===== config.mk =====
export PLATFORM = sky130hd
export DESIGN_NAME = sram_ctrl
export DESIGN_NICKNAME = d
export VERILOG_FILES = /design/src/rtl/sram_ctrl.sv
export SDC_FILE = /design/constraint.sdc
export NUM_CORES = 1
export LEC_CHECK = 0
export BUFFER_PORTS_ARGS = -buffer_cell sky130_fd_sc_hd__buf_2
export CORE_MARGIN = 1.5
export CORE_UTILIZATION = 25
export CTS_BUF_LIST = sky130_fd_sc_hd__clkbuf_4 sky130_fd_sc_hd__clkbuf_8
export DETAILED_ROUTE_END_ITERATION = 8
export PLACE_DENSITY = 0.52
export SETUP_SLACK_MARGIN = 0.2
export SLEW_MARGIN = 20
export SYNTH_ARGS = -nofsm -noshare
export SYNTH_HDL_FRONTEND = slang
export SYNTH_SLANG_ARGS = --single-unit

===== constraint.sdc =====
create_clock -name CLK -period 2.8 [get_ports CLK]
set_clock_uncertainty 0.2 [all_clocks]
set_input_delay 0.42 -clock CLK [delete_from_list [all_inputs] [get_ports CLK]]
set_output_delay 0.42 -clock CLK [all_outputs]
set_load 0.02 [all_outputs]

===== src/rtl/sram_ctrl.sv =====
// Single-port SRAM macro controller: one host request at a time, registered macro pins.
// Latency: a write issues 1 cycle after acceptance; read data is valid 3 cycles after acceptance.
// Backpressure: req_ready is high only when idle; a read response holds until rsp_ready.
//
// Ports:
//   CLK, RST                      clock, asynchronous active-high reset
//   req_valid/req_ready           host request handshake (req_we, req_addr, req_wdata)
//   rsp_valid/rsp_ready           read response handshake (rsp_rdata)
//   sram_cen/gwen/a/d, sram_q     macro access pins and macro read data
//   sram_stov..sram_wablm         fixed margin/retention pins
//   busy                          controller is not idle
// Optional feature: define SRAM_CTRL_INIT_EN to zero-fill the whole array after every reset.

module sram_ctrl #(
    parameter int AW = 9,
    parameter int DW = 32
) (
    input  logic          CLK,
    input  logic          RST,
    input  logic          req_valid,
    output logic          req_ready,
    input  logic          req_we,
    input  logic [AW-1:0] req_addr,
    input  logic [DW-1:0] req_wdata,
    output logic          rsp_valid,
    input  logic          rsp_ready,
    output logic [DW-1:0] rsp_rdata,
    output logic          sram_cen,
    output logic          sram_gwen,
    output logic [AW-1:0] sram_a,
    output logic [DW-1:0] sram_d,
    output logic          sram_stov,
    output logic [2:0]    sram_ema,
    output logic [1:0]    sram_emaw,
    output logic          sram_emas,
    output logic          sram_ret1n,
    output logic          sram_wabl,
    output logic [1:0]    sram_wablm,
    input  logic [DW-1:0] sram_q,
    output logic          busy
);

    localparam logic [2:0] S_IDLE  = 3'd1;
    localparam logic [2:0] S_ISSUE = 3'd2;
    localparam logic [2:0] S_WAIT  = 3'd3;
    localparam logic [2:0] S_RESP  = 3'd4;
`ifdef SRAM_CTRL_INIT_EN
    localparam logic [2:0] S_INIT  = 3'd0;
    localparam logic [2:0] S_RESET = S_INIT;
`else
    localparam logic [2:0] S_RESET = S_IDLE;
`endif

    logic [2:0] state;

`ifdef SRAM_CTRL_INIT_EN
    logic [AW-1:0] init_addr;
`endif

    // Fixed margin settings for the macro.
    assign sram_stov  = 1'b0;
    assign sram_ema   = 3'b011;
    assign sram_emaw  = 2'b01;
    assign sram_emas  = 1'b0;
    assign sram_ret1n = 1'b1;
    assign sram_wabl  = 1'b0;
    assign sram_wablm = 2'b00;

    assign req_ready = (state == S_IDLE);
    assign busy      = (state != S_IDLE);

    always_ff @(posedge CLK or posedge RST) begin
        if (RST) begin
            state     <= S_RESET;
            sram_cen  <= 1'b1;
            sram_gwen <= 1'b1;
            sram_a    <= '0;
            sram_d    <= '0;
            rsp_valid <= 1'b0;
            rsp_rdata <= '0;
`ifdef SRAM_CTRL_INIT_EN
            init_addr <= '0;
`endif
        end else begin
            // The macro is only enabled for the single cycle after an access is scheduled.
            sram_cen <= 1'b1;
            case (state)
`ifdef SRAM_CTRL_INIT_EN
                S_INIT: begin
                    sram_cen  <= 1'b0;
                    sram_gwen <= 1'b0;
                    sram_a    <= init_addr;
                    sram_d    <= '0;
                    // Stop at the top address instead of wrapping; the last
                    // write is presented during the first IDLE cycle.
                    if (init_addr == {AW{1'b1}}) begin
                        state <= S_IDLE;
                    end else begin
                        init_addr <= init_addr + 1'b1;
                    end
                end
`endif
                S_IDLE: begin
                    if (req_valid) begin
                        state     <= S_ISSUE;
                        sram_cen  <= 1'b0;
                        sram_gwen <= ~req_we;
                        sram_a    <= req_addr;
                        if (req_we) begin
                            sram_d <= req_wdata;
                        end
                    end
                end
                S_ISSUE: begin
                    // gwen still holds the direction of the access being issued.
                    state <= sram_gwen ? S_WAIT : S_IDLE;
                end
                S_WAIT: begin
                    // Macro output is valid in the cycle after the read edge.
                    rsp_rdata <= sram_q;
                    rsp_valid <= 1'b1;
                    state     <= S_RESP;
                end
                S_RESP: begin
                    if (rsp_ready) begin
                        rsp_valid <= 1'b0;
                        state     <= S_IDLE;
                    end
                end
                default: begin
                    state <= S_IDLE;
                end
            endcase
        end
    end

endmodule


# Word-level counts from Yosys, hierarchy flattened
# Index checks and enable logic that the tools add are counted.
# W data, S select, Z words.
# op_classes
eq_ne	7
n_reduce_logical	5
addsub	0
n_shift	0
n_div	0
magnitude_cmp	0
n_bitwise	1
mux	8
n_mul	0
# ops
cell	n
$pmux W3 S4	1
$eq A3 B2 Y1 const B	2
$mux W3	2
$reduce_and A2 Y1	3
$ne A2 B2 Y1 const B	2
$eq A3 B1 Y1 const B	1
$eq A3 B3 Y1 const B	1
$mux W1	3
$ne A3 B1 Y1 const B	1
$reduce_and A3 Y1	1
$mux W2	1
$pmux W1 S2	1
$reduce_bool A2 Y1	1
$not A1 Y1	1
# totals
latch_bits	0
ram_bits	0
out_inout_bits	89
elab_cells	28
n_memories	0
input_bits	78
mem_bits_ro	0
ff_bits	79

# Depth between registers and ports, before layout
# logic_depth
ltp_word	3
ltp_mapped	5

# Least setup slack after synthesis
# Ideal clock, no wire load.
# synth_timing
path_type	reg-to-output
start	reg state[0]
end	out busy
slack_ns	0.717
arrival_ns	1.463
t_required_ns	2.180
path_stages_with_launch	5
cell_sequence	dfstp_2 clkbuf_2 inv_1 nor3_1 inv_1
# synth_between
elab_chain_cells	1
# synth_lines
item	line	rtl
from (decl)	54	logic [2:0] state;
from (signal assigned)	116	state <= sram_gwen ? S_WAIT : S_IDLE;
$ne A3 B1 Y1	70	assign busy = (state != S_IDLE);
to (decl)	40	output logic busy
# No other way between the ends.

# Worst setup path after layout
# layout_timing
start	reg state[0]
end	reg sram_d[25]
# layout_between
elab_chain_cells	2
# layout_lines
item	line	rtl
$eq A3 B1 Y1	87	case (state)
$reduce_and A3 Y1 (no line)	--	
to (signal assigned)	110	sram_d <= req_wdata;
to (decl)	31	output logic [DW-1:0] sram_d,
# No other way between the ends.
# A chain may end at the register's enable or synchronous reset.

==> flow_results.xml <==
<?xml version="1.0" encoding="UTF-8"?>
<metrics>
  <group name="place">
    <metric name="dpl.hpwl" unit="um">4589</metric>
    <metric name="dpl.cell_count" unit="">513</metric>
    <metric name="dp_slack" unit="ns">0.5607</metric>
    <metric name="port-buffer-count" unit="">155</metric>
    <metric name="gp_routability_congestion" unit="">0.6538</metric>
  </group>
  <group name="drt">
    <metric name="detail_route.drc_violations" unit="">0</metric>
    <metric name="detail-route-antenna-nets" unit="">0</metric>
    <metric name="vias_per_cell" unit="">3.874</metric>
    <metric name="totalWireLength" unit="um">6347</metric>
    <metric name="routedWlPerCell" unit="um">11.98</metric>
    <metric name="drt_first_pass_iters" unit="">4</metric>
    <metric name="drt_iter0_markers" unit="">100</metric>
    <metric name="route.vias.total" unit="">2053</metric>
  </group>
  <group name="logic_synthesis">
    <metric name="synth_commonest_cells" unit="">dfrtp_1, mux2_2, mux2_4, buf_4</metric>
    <metric name="yosys.area_share.simple" unit="%">2.041</metric>
    <metric name="synth_cell_type_count" unit="">21</metric>
    <metric name="share_of_synthesized_cell_area_in_full_adder_half_adder_and_majority_cells" unit="%">0</metric>
    <metric name="post_synth_inst_count" unit="">195</metric>
    <metric name="ys_seq_area_share" unit="%">62.13</metric>
    <metric name="main_combinational_cell_family_by_area_after_synthesis" unit="">multiplexers</metric>
    <metric name="synthesized_area" unit="mm^2">0.003188</metric>
    <metric name="yosysTopAreaCellShare" unit="%">59.65</metric>
    <metric name="ys_seq_elements" unit="">79</metric>
    <metric name="synth_top_flop_cell" unit="">dfrtp_1</metric>
    <metric name="post-synth-top-area-cell" unit="">dfrtp_1</metric>
    <metric name="synth_edf_count" unit="">0</metric>
    <metric name="yosys.cell_count.top_type" unit="">dfrtp_1</metric>
    <metric name="post_synthesis_compound_gate_area_fraction" unit="%">1.217</metric>
    <metric name="synth.top_cells.by_area" unit="">dfrtp_1, mux2_2, mux2_4, buf_4, dfstp_2</metric>
    <metric name="multiplexer_share_of_the_synthesized_area" unit="%">29.20</metric>
    <metric name="area_share_of_xor_xnor_cells_in_the_synthesized_design" unit="%">0</metric>
    <metric name="ys.warnings.count" unit="">0</metric>
    <metric name="syn_area_per_cell" unit="um^2">16.35</metric>
    <metric name="ys_async_sr_fraction" unit="%">100.0</metric>
  </group>
  <group name="clock_tree">
    <metric name="clkSlewWorstSetupHoldPaths" unit="ns">0.08</metric>
    <metric name="postCtsSetupRepairBufs" unit="">0</metric>
    <metric name="cts_tree" unit="">done</metric>
    <metric name="clk_latency" unit="ns">0.36</metric>
    <metric name="max-clock-path-buffers" unit="">2</metric>
    <metric name="numCtsBuffers" unit="">9</metric>
    <metric name="clkSinkCount" unit="">79</metric>
    <metric name="clk_root_buffer_cell" unit="">clkbuf_8</metric>
    <metric name="cts.repair.resized" unit="">0</metric>
    <metric name="cts_hold_repair.buffers" unit="">1</metric>
    <metric name="cts_h_tree_depth" unit="">3</metric>
  </group>
  <group name="timing">
    <metric name="fmax" unit="MHz">449.4</metric>
    <metric name="worst-slew-pin-transition" unit="ns">0.6160</metric>
    <metric name="fin_hold_ws" unit="ns">0.08325</metric>
    <metric name="timing_hold_violations_final" unit="">0</metric>
    <metric name="max-slew-margin-rel" unit="%">58.94</metric>
    <metric name="final_worst_setup_slack" unit="ns">0.5751</metric>
    <metric name="timing.final.crit_period" unit="ns">2.225</metric>
    <metric name="grt_setup_unrepaired" unit="">no</metric>
    <metric name="period_share" unit="%">79.46</metric>
    <metric name="total_negative_setup_slacks" unit="ns">0</metric>
    <metric name="maxSlewViolCount" unit="">0</metric>
    <metric name="setup_viol" unit="">0</metric>
  </group>
  <group name="cells_and_area">
    <metric name="final_core_utilization" unit="%">34.40</metric>
    <metric name="final_instance_count_excl_fillers" unit="">530</metric>
    <metric name="finish.net_count" unit="">431</metric>
    <metric name="antenna_cells" unit="">0</metric>
    <metric name="drive_above_1_share" unit="%">70.39</metric>
    <metric name="area_delta_synth_final" unit="%">35.05</metric>
  </group>
  <group name="grt">
    <metric name="groute.usage.overall" unit="%">9.614</metric>
    <metric name="largest_net_degree_at_the_start_of_global_routing" unit="">80</metric>
    <metric name="gr-total-overflow" unit="">0</metric>
    <metric name="antenna_found_initial" unit="">0</metric>
    <metric name="wire_length_of_the_first_global_routing_pass" unit="um">9687</metric>
    <metric name="grt_pass1_vias" unit="">2010</metric>
  </group>
  <group name="setup_path">
    <metric name="arrival" unit="ns">2.27</metric>
    <metric name="timing.critical_path.slowest_stage_cell" unit="">dfstp_2</metric>
    <metric name="timing.critical_path.to_type" unit="">register</metric>
    <metric name="data_required_critical_path" unit="ns">2.84</metric>
    <metric name="timing.critical_path.cells" unit="">and4bb_2, nand2_4, mux2_4</metric>
    <metric name="max_stage_delay" unit="ns">0.59</metric>
    <metric name="setup_cp_type" unit="">reg -&gt; reg</metric>
    <metric name="worstReg2RegStart" unit="">state[0]$_DFFE_PP1P_</metric>
    <metric name="worst_setup_path_startpoint" unit="">state[0]$_DFFE_PP1P_</metric>
    <metric name="critical_path.max_fanout" unit="">33</metric>
    <metric name="startpoint_type" unit="">register</metric>
  </group>
  <group name="worst_hold_path">
    <metric name="min-delay-path-class" unit="">in -&gt; reg</metric>
    <metric name="hp-start" unit="">req_wdata[14]</metric>
  </group>
  <group name="run_status">
    <metric name="run_status" unit="">finished, final reports clean</metric>
  </group>
  <group name="pwr">
    <metric name="leakage" unit="nW">2.204</metric>
    <metric name="p_per_area" unit="mW/mm^2">1248</metric>
    <metric name="max-vdd-ir-drop" unit="V">0.0006120</metric>
  </group>
  <group name="floorplanning">
    <metric name="die_outline_width" unit="um">115.9</metric>
    <metric name="top_level_ports" unit="">167</metric>
    <metric name="design.die.area" unit="mm^2">0.01344</metric>
    <metric name="initial_core_util" unit="%">25.47</metric>
    <metric name="std_cell_rows" unit="">41</metric>
    <metric name="die-height" unit="um">115.9</metric>
    <metric name="floorplan.core_area" unit="mm^2">0.01252</metric>
  </group>
  <group name="job">
    <metric name="max_cap_violations" unit="">0</metric>
  </group>
</metrics>
-- layout by cell type, fill, tap and decap left out, drive strengths merged --
| cell type | count |
|---|---|
| mux2 | 73 |
| conb | 11 |
| buf | 157 |
| nand2 | 2 |
| o21a | 1 |
| clkbuf | 10 |
| dlygate4sd3 | 1 |
| nand3 | 2 |
| bufinv | 1 |
| nor2 | 2 |
| nor3 | 1 |
| dfstp | 3 |
| and4bb | 1 |
| clkinv | 3 |
| dfrtp | 76 |
| clkinvlp | 3 |
| a21oi | 3 |
| o31ai | 1 |
| inv | 4 |
| o31a | 1 |
| nand3b | 2 |
-- power breakdown --
part / internal [mW] / leakage [nW] / switching [mW] / total [mW]
logic: 1.16 / 1.18 / 1.33 / 2.48
registers: 1.74 / 0.927 / 0.310 / 2.05
clock network: 0.431 / 0.0981 / 0.409 / 0.840
-- logic make-up (layout without fill, tap and decap cells) --
| family | Yosys count | after routing |
|---|---|---|
| other | 2 | 11 |
| buffers and inverters | 25 | 179 |
| and+or+nand+nor | 10 | 10 |
| muxes | 73 | 73 |
| AOI/OAI and AO/OA | 6 | 6 |
| DFF | 79 | 79 |
-- layout make-up --
class | count | area (um^2)
Fill cell | 1268 | 8212
Clock inverter | 6 | 60.06
Sequential cell | 79 | 1981
Clock buffer | 10 | 137.6
Inverter | 5 | 22.52
Multi-Input combinational cell | 100 | 1076
Timing Repair Buffer | 158 | 813.3
Tap cell | 172 | 215.2
-- critical path, delay by kind of cell (launching register included) --
family | cells | cell delay (ns)
simple gates | 2 | 0.87
flops | 1 | 0.59
mux | 1 | 0.43
-- per-layer routing --
metal | global-route usage [%] | share of wire, %
met1 | 11.65 | 44
met2 | 13.96 | 44
met3 | 4.655 | 10
met4 | 5.366 | 2.2
met5 | 0 | 0
-- worst paths after layout --
kind,end,slack [ns],cells past startpoint
max,sram_d[25]$_DFFE_PP0P_,0.58,3
min,sram_d[14]$_DFFE_PP0P_,0.08,2
min reg2reg,rsp_rdata[20]$_DFFE_PP0P_,0.30,1
min in group asynchronous,sram_d[27]$_DFFE_PP0P_,0.51,4
max reg2reg,sram_d[25]$_DFFE_PP0P_,0.58,3
max in group asynchronous,sram_gwen$_DFFE_PP1P_,1.54,4
-- per-stage QoR --
stage | total power [mW] | instance area, um^2
2_1_floorplan | 3.810 | 3226
3_3_place_gp | 4.555 | 4098
3_5_place_dp | 4.595 | 4098
4_1_cts | 5.479 | 4305
5_1_grt | 5.724 | 4305
6_report | 5.374 | 4305
-- flip-flops by register name (all words and copies together) (netlist names) --
name and cells:
rsp_rdata 32, rsp_valid 1, sram_a 9, sram_cen 1
sram_d 32, sram_gwen 1, state 3
Note: power is estimated with default switching activity, not from simulation.
